--- config.mk ---
export PLATFORM = sky130hd
export DESIGN_NAME = cpu_bus_burst_if_flat
export DESIGN_NICKNAME = d
export VERILOG_FILES = /design/src/rtl/cpu_bus_pkg.sv /design/src/rtl/cpu_bus_burst_if_if.sv /design/src/rtl/cpu_bus_beat_ctr.sv /design/src/rtl/cpu_bus_burst_if.sv /design/src/flat_wrapper.sv
export SDC_FILE = /design/constraint.sdc
export NUM_CORES = 1
export LEC_CHECK = 0
export CAP_MARGIN = 20
export CELL_PAD_IN_SITES_DETAIL_PLACEMENT = 1
export CELL_PAD_IN_SITES_GLOBAL_PLACEMENT = 2
export CORE_ASPECT_RATIO = 1.4
export CORE_MARGIN = 8
export CORE_UTILIZATION = 24
export CTS_CLUSTER_DIAMETER = 120
export CTS_CLUSTER_SIZE = 25
export DETAILED_ROUTE_END_ITERATION = 6
export GPL_TIMING_DRIVEN = 0
export PLACE_DENSITY_LB_ADDON = 0.1
export SLEW_MARGIN = 40
export SYNTH_ARGS = -nofsm -noshare
export SYNTH_HDL_FRONTEND = slang
export SYNTH_SLANG_ARGS = --single-unit
--- constraint.sdc ---
create_clock -name clk -period 1.7 [get_ports clk]
set_clock_uncertainty 0.1 [all_clocks]
set_input_delay 0.255 -clock clk [delete_from_list [all_inputs] [get_ports clk]]
set_output_delay 0.255 -clock clk [all_outputs]
set_load 0.05 [all_outputs]
--- src/rtl/cpu_bus_pkg.sv ---
// ============================================================================
// | Module      : cpu_bus_pkg                                                |
// | Description : Shared types for the CPU burst bus interface: the 4-bit    |
// |               controller state encoding, the slave-mode direction        |
// |               constants and a helper classifying PC-stalling states.     |
// | Revision    : 1.0  initial release                                       |
// ============================================================================
`default_nettype none

package cpu_bus_pkg;

    typedef enum logic [3:0] {
        ST_IDLE      = 4'd0,
        ST_REQ       = 4'd1,
        ST_ADDR      = 4'd2,
        ST_WAIT      = 4'd3,
        ST_DATA      = 4'd4,
        ST_FINISH    = 4'd5,
        ST_S_WAIT_RD = 4'd6,
        ST_S_WAIT_WR = 4'd7,
        ST_S_RD_DATA = 4'd8,
        ST_S_WR_DATA = 4'd9,
        ST_S_FINISH  = 4'd10
    } bus_state_e;

    // Slave-mode transfer direction as seen on bus_we.
    localparam logic BUS_RD = 1'b0;
    localparam logic BUS_WR = 1'b1;

    // Master states during which the PC must be frozen.
    function automatic logic is_stall_state(input bus_state_e s);
        return (s == ST_REQ) || (s == ST_ADDR) || (s == ST_WAIT) || (s == ST_DATA);
    endfunction

endpackage

`default_nettype wire

--- src/rtl/cpu_bus_burst_if_if.sv ---
// ============================================================================
// | Module      : cpu_bus_burst_if_if                                        |
// | Description : Signal bundle between the CPU/bus environment and the      |
// |               burst bus controller.                                      |
// |   modport slave  : controller side (CPU/bus requests in, strobes out)    |
// |   modport master : environment side (drives requests, observes strobes)  |
// |   Requests : memop, mem_we, burst_len, cpu_halt, bus_ack, bus_wait,      |
// |              bus_we                                                      |
// |   Results  : bus_req, pc_stall, data_out, beat_strobe, beat_cnt,         |
// |              instr_addr_we, instr_addr_inc, instr_we, instr_out, bus_err |
// | Revision    : 1.0  initial release                                       |
// ============================================================================
`default_nettype none

interface cpu_bus_burst_if_if #(
    parameter int MAX_BURST = 4
) ();
    localparam int BL_W = $clog2(MAX_BURST);

    logic            memop;
    logic            mem_we;
    logic [BL_W-1:0] burst_len;
    logic            cpu_halt;
    logic            bus_ack;
    logic            bus_wait;
    logic            bus_we;

    logic            bus_req;
    logic            pc_stall;
    logic            data_out;
    logic            beat_strobe;
    logic [BL_W-1:0] beat_cnt;
    logic            instr_addr_we;
    logic            instr_addr_inc;
    logic            instr_we;
    logic            instr_out;
    logic            bus_err;

    modport slave (
        input  memop, mem_we, burst_len, cpu_halt, bus_ack, bus_wait, bus_we,
        output bus_req, pc_stall, data_out, beat_strobe, beat_cnt,
               instr_addr_we, instr_addr_inc, instr_we, instr_out, bus_err
    );

    modport master (
        output memop, mem_we, burst_len, cpu_halt, bus_ack, bus_wait, bus_we,
        input  bus_req, pc_stall, data_out, beat_strobe, beat_cnt,
               instr_addr_we, instr_addr_inc, instr_we, instr_out, bus_err
    );
endinterface

`default_nettype wire

--- src/rtl/cpu_bus_beat_ctr.sv ---
// ============================================================================
// | Module      : cpu_bus_beat_ctr                                           |
// | Description : Master-mode datapath counters: latched request attributes, |
// |               beat index with last-beat compare and, when the            |
// |               BUS_TIMEOUT_EN macro is defined, the REQ/WAIT watchdog.    |
// |   clk, reset          : clock, asynchronous active-high reset            |
// |   i_load              : capture i_mem_we / i_burst_len                   |
// |   i_beat_inc/_clr     : advance / clear the beat index                   |
// |   i_to_clr/_run       : watchdog clear / count enable (BUS_TIMEOUT_EN)   |
// |   o_beat_cnt          : current beat index                               |
// |   o_last_beat         : current beat is the final one                    |
// |   o_timeout           : watchdog expires this cycle (BUS_TIMEOUT_EN)     |
// | Revision    : 1.0  initial release                                       |
// ============================================================================
`default_nettype none

module cpu_bus_beat_ctr #(
    parameter int BL_W        = 2
`ifdef BUS_TIMEOUT_EN
   ,parameter int TIMEOUT_CYC = 255
`endif
) (
    input  wire logic            clk,
    input  wire logic            reset,
    input  wire logic            i_load,
    input  wire logic            i_mem_we,
    input  wire logic [BL_W-1:0] i_burst_len,
    input  wire logic            i_beat_inc,
    input  wire logic            i_beat_clr,
`ifdef BUS_TIMEOUT_EN
    input  wire logic            i_to_clr,
    input  wire logic            i_to_run,
    output logic                 o_timeout,
`endif
    output logic [BL_W-1:0]      o_beat_cnt,
    output logic                 o_last_beat
);

    logic            r_mem_we;
    logic [BL_W-1:0] r_burst_len;
    logic [BL_W-1:0] r_beat_cnt;

    always_ff @(posedge clk or posedge reset) begin
        if (reset) begin
            r_mem_we    <= 1'b0;
            r_burst_len <= '0;
        end else if (i_load) begin
            r_mem_we    <= i_mem_we;
            r_burst_len <= i_burst_len;
        end
    end

    always_ff @(posedge clk or posedge reset) begin
        if (reset) begin
            r_beat_cnt <= '0;
        end else if (i_beat_clr) begin
            r_beat_cnt <= '0;
        end else if (i_beat_inc) begin
            r_beat_cnt <= r_beat_cnt + 1'b1;
        end
    end

    assign o_beat_cnt  = r_beat_cnt;
    assign o_last_beat = (r_beat_cnt == r_burst_len);

`ifdef BUS_TIMEOUT_EN
    localparam int TO_W = $clog2(TIMEOUT_CYC + 1);

    logic [TO_W-1:0] r_to_cnt;

    always_ff @(posedge clk or posedge reset) begin
        if (reset) begin
            r_to_cnt <= '0;
        end else if (i_to_clr) begin
            r_to_cnt <= '0;
        end else if (i_to_run) begin
            r_to_cnt <= r_to_cnt + 1'b1;
        end
    end

    // The state's first cycle sees count 0, so TIMEOUT_CYC-1 marks its final allowed cycle.
    assign o_timeout = i_to_run && (r_to_cnt == TO_W'(TIMEOUT_CYC - 1));
`endif

endmodule

`default_nettype wire

--- src/rtl/cpu_bus_burst_if.sv ---
// ============================================================================
// | Module      : cpu_bus_burst_if                                           |
// | Description : CPU bus interface controller. Master mode runs a CPU       |
// |               memop as a REQ/ADDR/WAIT/DATA burst of 1..MAX_BURST beats  |
// |               with the PC stalled; slave mode (CPU halted) serves        |
// |               multi-beat instruction-memory reads/writes for another     |
// |               master. Define BUS_TIMEOUT_EN to enable the REQ/WAIT       |
// |               watchdog that aborts with a one-cycle bus_err.             |
// |   clk   : system clock, rising edge                                      |
// |   reset : asynchronous active-high reset                                 |
// |   bus   : cpu_bus_burst_if_if.slave bundle (requests in, strobes out)    |
// | Revision    : 1.0  initial release                                       |
// ============================================================================
`default_nettype none

module cpu_bus_burst_if
    import cpu_bus_pkg::*;
#(
    parameter int MAX_BURST   = 4,
    parameter int TIMEOUT_CYC = 255
) (
    input  wire logic         clk,
    input  wire logic         reset,
    cpu_bus_burst_if_if.slave bus
);

    localparam int BL_W = $clog2(MAX_BURST);

    bus_state_e      r_state;
    bus_state_e      w_next;
    logic            w_load;
    logic            w_last_beat;
    logic            w_timeout;
    logic            w_abort;
    logic [BL_W-1:0] w_beat_cnt;
    logic            w_beat_strobe;
    logic            w_stall_state;
    logic            w_bus_req;
    logic            w_data_out;
    logic            w_instr_we;
    logic            w_instr_out;
    logic            w_instr_addr_inc;

    always_ff @(posedge clk or posedge reset) begin
        if (reset) begin
            r_state <= ST_IDLE;
        end else begin
            r_state <= w_next;
        end
    end

    always_comb begin
        w_next  = r_state;
        w_load  = 1'b0;
        w_abort = 1'b0;
        case (r_state)
            ST_IDLE: begin
                // A halted CPU never starts a master transfer.
                if (bus.cpu_halt && bus.bus_ack) begin
                    w_next = (bus.bus_we == BUS_WR) ? ST_S_WAIT_WR : ST_S_WAIT_RD;
                end else if (!bus.cpu_halt && bus.memop) begin
                    w_next = ST_REQ;
                    w_load = 1'b1;
                end
            end
            ST_REQ: begin
                if (bus.bus_ack) begin
                    w_next = ST_ADDR;
                end else if (w_timeout) begin
                    w_next  = ST_FINISH;
                    w_abort = 1'b1;
                end
            end
            ST_ADDR: w_next = ST_WAIT;
            ST_WAIT: begin
                if (!bus.bus_wait) begin
                    w_next = ST_DATA;
                end else if (w_timeout) begin
                    w_next  = ST_FINISH;
                    w_abort = 1'b1;
                end
            end
            ST_DATA: begin
                if (!bus.bus_wait && w_last_beat) begin
                    w_next = ST_FINISH;
                end
            end
            ST_FINISH:    w_next = ST_IDLE;
            ST_S_WAIT_RD: w_next = ST_S_RD_DATA;
            ST_S_WAIT_WR: w_next = ST_S_WR_DATA;
            ST_S_RD_DATA,
            ST_S_WR_DATA: begin
                if (!bus.bus_ack) begin
                    w_next = ST_S_FINISH;
                end
            end
            ST_S_FINISH:  w_next = ST_IDLE;
            default:      w_next = ST_IDLE;
        endcase
    end

    always_comb begin
        w_bus_req        = 1'b0;
        w_data_out       = 1'b0;
        w_beat_strobe    = 1'b0;
        w_instr_we       = 1'b0;
        w_instr_out      = 1'b0;
        w_instr_addr_inc = 1'b0;
        case (r_state)
            ST_REQ, ST_ADDR: w_bus_req = 1'b1;
            ST_WAIT: begin
                w_bus_req  = 1'b1;
                w_data_out = 1'b1;
            end
            ST_DATA: begin
                w_data_out    = 1'b1;
                w_beat_strobe = !bus.bus_wait;
            end
            ST_FINISH:    w_data_out = 1'b1;
            ST_S_RD_DATA: begin
                w_instr_out      = 1'b1;
                w_instr_addr_inc = bus.bus_ack;
            end
            ST_S_WR_DATA: begin
                w_instr_we       = 1'b1;
                w_instr_addr_inc = bus.bus_ack;
            end
            default: ;
        endcase
    end

    assign w_stall_state = is_stall_state(r_state);

    cpu_bus_beat_ctr #(
        .BL_W        (BL_W)
`ifdef BUS_TIMEOUT_EN
       ,.TIMEOUT_CYC (TIMEOUT_CYC)
`endif
    ) u_beat_ctr (
        .clk         (clk),
        .reset       (reset),
        .i_load      (w_load),
        .i_mem_we    (bus.mem_we),
        .i_burst_len (bus.burst_len),
        .i_beat_inc  (w_beat_strobe && !w_last_beat),
        .i_beat_clr  (w_next == ST_FINISH),
`ifdef BUS_TIMEOUT_EN
        // Restart the watchdog on every entry into REQ or WAIT.
        .i_to_clr    (((w_next == ST_REQ) || (w_next == ST_WAIT)) && (w_next != r_state)),
        .i_to_run    ((r_state == ST_REQ) || (r_state == ST_WAIT)),
        .o_timeout   (w_timeout),
`endif
        .o_beat_cnt  (w_beat_cnt),
        .o_last_beat (w_last_beat)
    );

`ifdef BUS_TIMEOUT_EN
    logic r_abort;

    // Remembers that FINISH was reached by a watchdog abort.
    always_ff @(posedge clk or posedge reset) begin
        if (reset) begin
            r_abort <= 1'b0;
        end else begin
            r_abort <= w_abort;
        end
    end

    assign bus.bus_err = r_abort && (r_state == ST_FINISH);
`else
    assign w_timeout   = 1'b0;
    assign bus.bus_err = 1'b0;
`endif

    assign bus.bus_req        = w_bus_req;
    assign bus.pc_stall       = (bus.memop && !bus.cpu_halt && (r_state == ST_IDLE)) || w_stall_state;
    assign bus.data_out       = w_data_out;
    assign bus.beat_strobe    = w_beat_strobe;
    assign bus.beat_cnt       = w_beat_cnt;
    assign bus.instr_addr_we  = (r_state == ST_IDLE) && bus.cpu_halt && bus.bus_ack;
    assign bus.instr_addr_inc = w_instr_addr_inc;
    assign bus.instr_we       = w_instr_we;
    assign bus.instr_out      = w_instr_out;

endmodule

`default_nettype wire

--- src/flat_wrapper.sv ---
// flat-port wrapper written by rule: the top's interface ports become plain ports
module cpu_bus_burst_if_flat import cpu_bus_pkg::*;
#(
    parameter int MAX_BURST   = 4,
    parameter int TIMEOUT_CYC = 255
)
  (clk, reset, bus_memop, bus_mem_we, bus_burst_len, bus_cpu_halt, bus_bus_ack, bus_bus_wait, bus_bus_we, bus_bus_req, bus_pc_stall, bus_data_out, bus_beat_strobe, bus_beat_cnt, bus_instr_addr_we, bus_instr_addr_inc, bus_instr_we, bus_instr_out, bus_bus_err);
  cpu_bus_burst_if_if #(.MAX_BURST(MAX_BURST)) bus_i ();
  input  wire logic clk;
  input  wire logic reset;
  input wire logic [$bits(bus_i.memop)-1:0] bus_memop;
  input wire logic [$bits(bus_i.mem_we)-1:0] bus_mem_we;
  input wire logic [$bits(bus_i.burst_len)-1:0] bus_burst_len;
  input wire logic [$bits(bus_i.cpu_halt)-1:0] bus_cpu_halt;
  input wire logic [$bits(bus_i.bus_ack)-1:0] bus_bus_ack;
  input wire logic [$bits(bus_i.bus_wait)-1:0] bus_bus_wait;
  input wire logic [$bits(bus_i.bus_we)-1:0] bus_bus_we;
  output wire logic [$bits(bus_i.bus_req)-1:0] bus_bus_req;
  output wire logic [$bits(bus_i.pc_stall)-1:0] bus_pc_stall;
  output wire logic [$bits(bus_i.data_out)-1:0] bus_data_out;
  output wire logic [$bits(bus_i.beat_strobe)-1:0] bus_beat_strobe;
  output wire logic [$bits(bus_i.beat_cnt)-1:0] bus_beat_cnt;
  output wire logic [$bits(bus_i.instr_addr_we)-1:0] bus_instr_addr_we;
  output wire logic [$bits(bus_i.instr_addr_inc)-1:0] bus_instr_addr_inc;
  output wire logic [$bits(bus_i.instr_we)-1:0] bus_instr_we;
  output wire logic [$bits(bus_i.instr_out)-1:0] bus_instr_out;
  output wire logic [$bits(bus_i.bus_err)-1:0] bus_bus_err;
  assign bus_i.memop = bus_memop;
  assign bus_i.mem_we = bus_mem_we;
  assign bus_i.burst_len = bus_burst_len;
  assign bus_i.cpu_halt = bus_cpu_halt;
  assign bus_i.bus_ack = bus_bus_ack;
  assign bus_i.bus_wait = bus_bus_wait;
  assign bus_i.bus_we = bus_bus_we;
  assign bus_bus_req = bus_i.bus_req;
  assign bus_pc_stall = bus_i.pc_stall;
  assign bus_data_out = bus_i.data_out;
  assign bus_beat_strobe = bus_i.beat_strobe;
  assign bus_beat_cnt = bus_i.beat_cnt;
  assign bus_instr_addr_we = bus_i.instr_addr_we;
  assign bus_instr_addr_inc = bus_i.instr_addr_inc;
  assign bus_instr_we = bus_i.instr_we;
  assign bus_instr_out = bus_i.instr_out;
  assign bus_bus_err = bus_i.bus_err;
  cpu_bus_burst_if #(.MAX_BURST(MAX_BURST), .TIMEOUT_CYC(TIMEOUT_CYC)) u_core (.clk(clk), .reset(reset), .bus(bus_i));
endmodule
==> results of run 1 <==
kinds of logic after synthesis:
family | count (synthesis) | synth area share (%)
flops | 8 | 33.8
other cells | 1 | 0.634
xor+xnor | 2 | 2.96
mux | 4 | 7.19
buf+inv | 9 | 7.82
compound gates | 15 | 19.2
simple gates | 28 | 28.3
metal layers:
layer | GRT usage (%) | routed length (um) | up-vias
met3 | 2.56 | 59 | 4
met4 | 4.10 | 31 | 0
met2 | 15.7 | 969 | 13
met1 | 8.25 | 684 | 278
li1 | - | - | 283
met5 | 0 | 0 | -
flip-flops by register name (all words and copies together), names as in the netlist:
signal	count
u_core.u_beat_ctr.o_beat_cnt	2
u_core.r_state	4
u_core.u_beat_ctr.r_burst_len	2
power by group:
part           leakage [nW]  internal (mW)  switching [mW]
logic                 0.289          0.619           0.839
clock network        0.0138         0.0807          0.0634
registers            0.0926          0.286          0.0888
total                 0.395          0.986           0.991
cell usage after synthesis, drive strengths merged:
| master | n |
|---|---|
| nand3b | 1 |
| clkbuf | 2 |
| o311ai | 1 |
| a21oi | 3 |
| nor3b | 2 |
| nand2 | 5 |
| o32a | 1 |
| a22o | 1 |
| or2 | 1 |
| nand2b | 4 |
| and3 | 2 |
| o2111ai | 1 |
| nand3 | 1 |
| mux2i | 2 |
| and2 | 1 |
| a211oi | 2 |
| mux2 | 2 |
| dfrtp | 8 |
| buf | 3 |
| conb | 1 |
| nor2 | 6 |
| o21ai | 4 |
| o22a | 1 |
| xor2 | 2 |
| o21bai | 1 |
| nor3 | 4 |
| nor2b | 1 |
| inv | 4 |
worst paths after layout:
kind	from	to	slack, ps
hold reg to reg	u_core.u_beat_ctr.o_beat_cnt[1]	u_core.u_beat_ctr.o_beat_cnt[1]	480
max in group asynchronous	reset	u_core.r_state[2]	1090
min in group clk	u_core.u_beat_ctr.o_beat_cnt[1]	u_core.u_beat_ctr.o_beat_cnt[1]	480
setup reg to reg	u_core.r_state[0]	u_core.u_beat_ctr.r_burst_len[0]	110
setup / recovery	u_core.r_state[0]	bus_instr_addr_we	-150
hold / removal	reset	u_core.u_beat_ctr.o_beat_cnt[1]	150
layout make-up:
class,count,share of cell area (%)
flip-flops and latches,8,21.4
well taps,23,3.04
inverters,4,1.59
clock buffers,3,2.38
repair buffers,23,24.6
plain buffers,5,5.56
multi-input cells,50,41.4
per-stage QoR:
step / cells / total power, mW / cell area, sq um / worst slack [ps] / utilization [%]
after global placement: 108 / 1.64 / 822 / -727 / 34.8
after CTS: 115 / 1.89 / 891 / -181 / 37.7
after detailed placement: 108 / 1.65 / 822 / -714 / 34.8
after global routing: 116 / 2.12 / 946 / -207 / 40.0
after floorplan: 67 / 1.30 / 613 / -197 / -
final: 116 / 1.98 / 946 / -152 / 40.0
what timing repair did:
action,4_1_cts,5_1_grt
gates resized for setup,63,15
hold endpoints to repair,0,0
setup buffers,4,1
gates cloned,0,0
endpoints found under the setup margin,10,8
pin swaps,2,0
hold buffers,0,0
==> metrics.csv, run 1 <==
metric,value,unit
Syn Inst Count,67,
final hold vios,0,
pwr dens,2090,mW/mm^2
setup TNS,-512,ps
remaining antenna violation count,0,
CTS H-Tree Depth,1,
RSZ-0062 raised after global routing,true,
share of the synthesized area in the top cell type,33.8,%
Crit-path slowest cell,dfrtp_2,
Via density,4.98,
register bit total from synthesis,8,
first-pass GRT wire length,2.81,mm
cts bufs inserted,3,
clock latency on the worst-skew pair,250,ps
DP Wirelength,1.32,mm
failing checks,setup timing,
post-synthesis average cell area,8.83,sq um
critical path class,reg2out,
GR Overflow Total,0,
fin nets,105,
Top Ports,21,
VDD IR max,0.690,mV
"Cell Chain, Critical Path",or2_1 -> buf_6 -> nor3_4 -> and3_4 -> buf_8,
"Seq/Total Area, Yosys",33.8,%
# DRC,0,
port bufs,18,
# setup viols final,5,
antenna diode count,0,
vias,578,
synth top area cells,"dfrtp_1, nor3_4, nand2b_1, mux2_2, nor2_1",
antenna violations before repair,0,
Core Region,0.00236,sq mm
Crit path depth,5,
die height,74.8,um
Tcrit/Tclk final,109,%
Hold Path Class,in2async,
Worst Setup End Kind,primary output,
Fmax,0.540,GHz
wire per inst,15.0,um
clk buf depth,2,
root buf cell,clkbuf_4,
Max Cap Viol,0,
WP buf/inv,2,
area grow syn2layout,59.8,%
Syn Std Cell Area,592,sq um
area used by multi-input combinational logic,392,sq um
Initial Util,25.0,%
CP max stage delay,390,ps
Setup WS post-layout,-152,ps
number of synthesis warnings,0,
DR pass1 iterations,4,
Die W,58.0,um
WHS,148,ps
"Arr. time, crit path",1500,ps
status,finished with violations,
initial DRC count,6,
Synth cell types,32,
minimum clock period,1850,ps
Seq. cell area,203,sq um
critical path startpoint category,register,
clock slew at reported path FFs,50,ps
"commonest cells after routing, fill and taps aside","buf_6, clkdlybuf4s50_1, buf_4",
Sink Count,8,
Site Rows,21,
die area,0.00433,sq mm
All-Layer GR Usage,8.42,%
TritonCTS clock tree,yes,
CP max FO,6,
FF-to-FF path depth,6,
vias in the first global route,601,
LEAKAGE,0.395,nW
Final Slew Violations,0,
Post-Syn Nets,77,
Fillers,280,
"area leader, netlist",dfrtp_1,
CP required,1340,ps
largest net degree at the start of global routing,11,
CP top delay family,simple AND/OR/NAND/NOR gates,
final WL,1.75,mm
share of layout cells above drive strength 1,40.9,%
Routability Congestion,0.752,
No activity file was read; power rests on OpenSTA's default activity.
==> run 2, diff against run 1 <==
- CTS_BUF_LIST: not set -> sky130_fd_sc_hd__clkbuf_16
- SYNTH_HIERARCHICAL: not set -> 1
==> metrics.csv, run 2 <==
metric,value,unit,change
status,finished with violations,,
failing checks,setup timing,,
largest register by flop count,u_core/r_state,,
"Power, Total",2.28,mW,+15%
Top Ports,21,,unchanged
die area,0.00444,sq mm,+2.5%
number of synthesis warnings,6,,+6
asr flop ratio synth,100,%,unchanged
WHS,148,ps,-0.744 ps
Via density,4.69,,-5.8%
most frequent cell after synthesis,dfrtp_1,,
# setup viols final,4,,-1
Final Slew Violations,0,,unchanged
Net Sw Frac,44.9,%,-5.2 points
critical path startpoint category,register,,
remaining antenna violation count,0,,unchanged
area grow syn2layout,74.8,%,
internal power,1.25,mW,+27%
first-pass GRT wire length,3.14,mm,+12%
vias,624,,+8.0%
CP required,1340,ps,about the same
Tcrit/Tclk final,101,%,-7.8 points
antenna violations before repair,0,,unchanged
Synth cell types,32,,unchanged
"area leader, netlist",dfrtp_1,,
Sink Count,8,,unchanged
Hold Path Class,in2async,,
"top cells by count, synth","dfrtp_1, nor2b_1, nor2_1",,
"Seq/Total Area, Yosys",32.7,%,-1.1 points
RSZ-0062 raised after global routing,true,,
cts bufs inserted,3,,unchanged
root buf cell,clkbuf_16,,
synth top area cells,"dfrtp_1, nor2b_1, nand3b_1, mux2_2, nor2_1",,
clk buf depth,2,,unchanged
"Top FF cell, synth",dfrtp_1,,
Max Cap Viol,0,,unchanged
largest net degree at the start of global routing,11,,unchanged
hold buffer count at cts,0,,unchanged
"commonest non-fill, non-tap cell in the layout",buf_4,,
die height,75.7,um,+1.3%
sequential power share,17.5,%,-1.4 points
Clock power frac,17.2,%,+9.9 points
vias in the first global route,658,,+9.5%
Fmax,0.582,GHz,+7.7%
placed instance area,851,sq um,+3.5%
port bufs,18,,unchanged
"Arr. time, crit path",1360,ps,-140 ps
Syn Std Cell Area,612,sq um,+3.4%
LEAKAGE,0.486,nW,+23%
"commonest cells after routing, fill and taps aside","buf_4, buf_6, clkdlybuf4s50_1, dfrtp_1",,
final instance area,0.00107,sq mm,+13%
Site Rows,21,,unchanged
clock latency on the worst-skew pair,230,ps,-20 ps
pwr dens,2130,mW/mm^2,+1.8%
CP max FO,5,,-1
DP Wirelength,1.44,mm,+9.1%
wire per inst,14.1,um,-6.0%
Worst Setup End Kind,primary output,,
final WL,1.88,mm,+7.8%
Post-Syn Nets,80,,+3.9%
Routability Congestion,0.793,,+5.5%
TritonCTS clock tree,yes,,
post-synthesis average cell area,8.74,sq um,-1.0%
pre-CTS WS,-819,ps,-105 ps
clock slew at reported path FFs,30,ps,-20 ps
antenna diode count,0,,unchanged
GR Overflow Total,0,,unchanged
sw power,1.02,mW,+3.2%
VDD IR max,0.914,mV,+32%
final hold vios,0,,unchanged
All-Layer GR Usage,9.62,%,+1.2 points
# DRC,0,,unchanged
register bit total from synthesis,8,,unchanged
Die W,58.7,um,+1.2%
CTS H-Tree Depth,1,,unchanged
minimum clock period,1720,ps,-133 ps
Core Region,0.00242,sq mm,+2.2%
Gate power share,65.3,%,-8.5 points
Post-synth EDFFs,0,,unchanged
max reg flops,4,,unchanged
share of layout cells above drive strength 1,43.4,%,+2.6 points
critical path class,reg2out,,
DR pass1 iterations,2,,-2
Initial Util,25.3,%,+0.28 points
Setup WS post-layout,-19.1,ps,+133 ps
Syn Inst Count,70,,+4.5%
fin nets,111,,+5.7%
initial DRC count,19,,+13
share of the synthesized area in the top cell type,32.7,%,-1.1 points
-- run 2: changes by cell type in the layout (fill, tap and decap cells not counted), sizes merged, moves of 3 or more --
cell / before / now
and2: 1 / 4
buf: 18 / 21
nand2: 5 / 2
nand2b: 4 / 1
nand3b: 1 / 4
nor2b: 1 / 7
-- run 2: cell families after synthesis --
| group | share of synthesized area [%] |
|---|---|
| multiplexers | 3.68 |
| XOR/XNOR | 4.30 |
| flip-flops | 32.7 |
| buffers and inverters | 6.75 |
| AND/OR/NAND/NOR | 38.6 |
| other | 0.613 |
| AO/OA/AOI/OAI | 13.3 |
-- run 2: worst max-delay path: stages, from the launching register on --
cell and delay [ps]:
dfrtp_2 430, buf_8 140, nor2_4 120, nor2b_1 60, nor3_2 190, buf_6 180
-- run 2: cell type report --
cell class | instances | area [sq um]
tap | 34 | 42.5
fill | 284 | 1350
clock buffer | 3 | 75.1
inverter | 4 | 15.0
buffer | 5 | 60.1
timing repair buffer | 26 | 246
sequential | 8 | 203
multi-input combinational | 53 | 428
-- run 2: what timing repair did --
| action | CTS | global route |
|---|---|---|
| gates cloned | 0 | 0 |
| endpoints found under the setup margin | 12 | 11 |
| gates resized for setup | 77 | 6 |
| setup buffers | 4 | 4 |
| pin swaps | 2 | 3 |
-- run 2: path summary, 6_finish.rpt --
check	from	cells after the start	endpoint	slack (ps)
max in group asynchronous	reset	2	u_core/u_beat_ctr/r_burst_len[1]	1190
setup / recovery	u_core/r_state[0]	5	bus_pc_stall	-20
min in group clk	u_core/u_beat_ctr/r_burst_len[0]	1	u_core/u_beat_ctr/r_burst_len[0]	430
setup reg to reg	u_core/r_state[0]	5	u_core/u_beat_ctr/r_burst_len[1]	-10
hold / removal	reset	2	u_core/r_state[1]	150
hold reg to reg	u_core/u_beat_ctr/r_burst_len[0]	1	u_core/u_beat_ctr/r_burst_len[0]	430
-- run 2: metal layers --
metal	up-vias	share of wire, %	global-route usage [%]
met1	301	38	9.00
li1	303	-	-
met4	0	2.2	5.87
met2	16	53	16.9
met5	-	0	0
met3	4	6.8	4.39
-- run 2: through the flow --
step,utilization (%),instances,TNS [ps]
floorplan,-,70,-138
global placement,35.2,122,-4930
detailed placement,35.2,122,-4860
CTS,42.3,129,-42.1
global route,44.3,133,-481
finish,44.3,133,-44.3
-- run 2: power groups by stage --
stage	combinational, mW	clock, mW	sequential, mW
global placement	1.21	0	0.387
CTS	1.40	0.406	0.392
detailed placement	1.21	0	0.390
floorplan	0.811	0	0.433
finish	1.49	0.391	0.398
global route	1.58	0.416	0.414
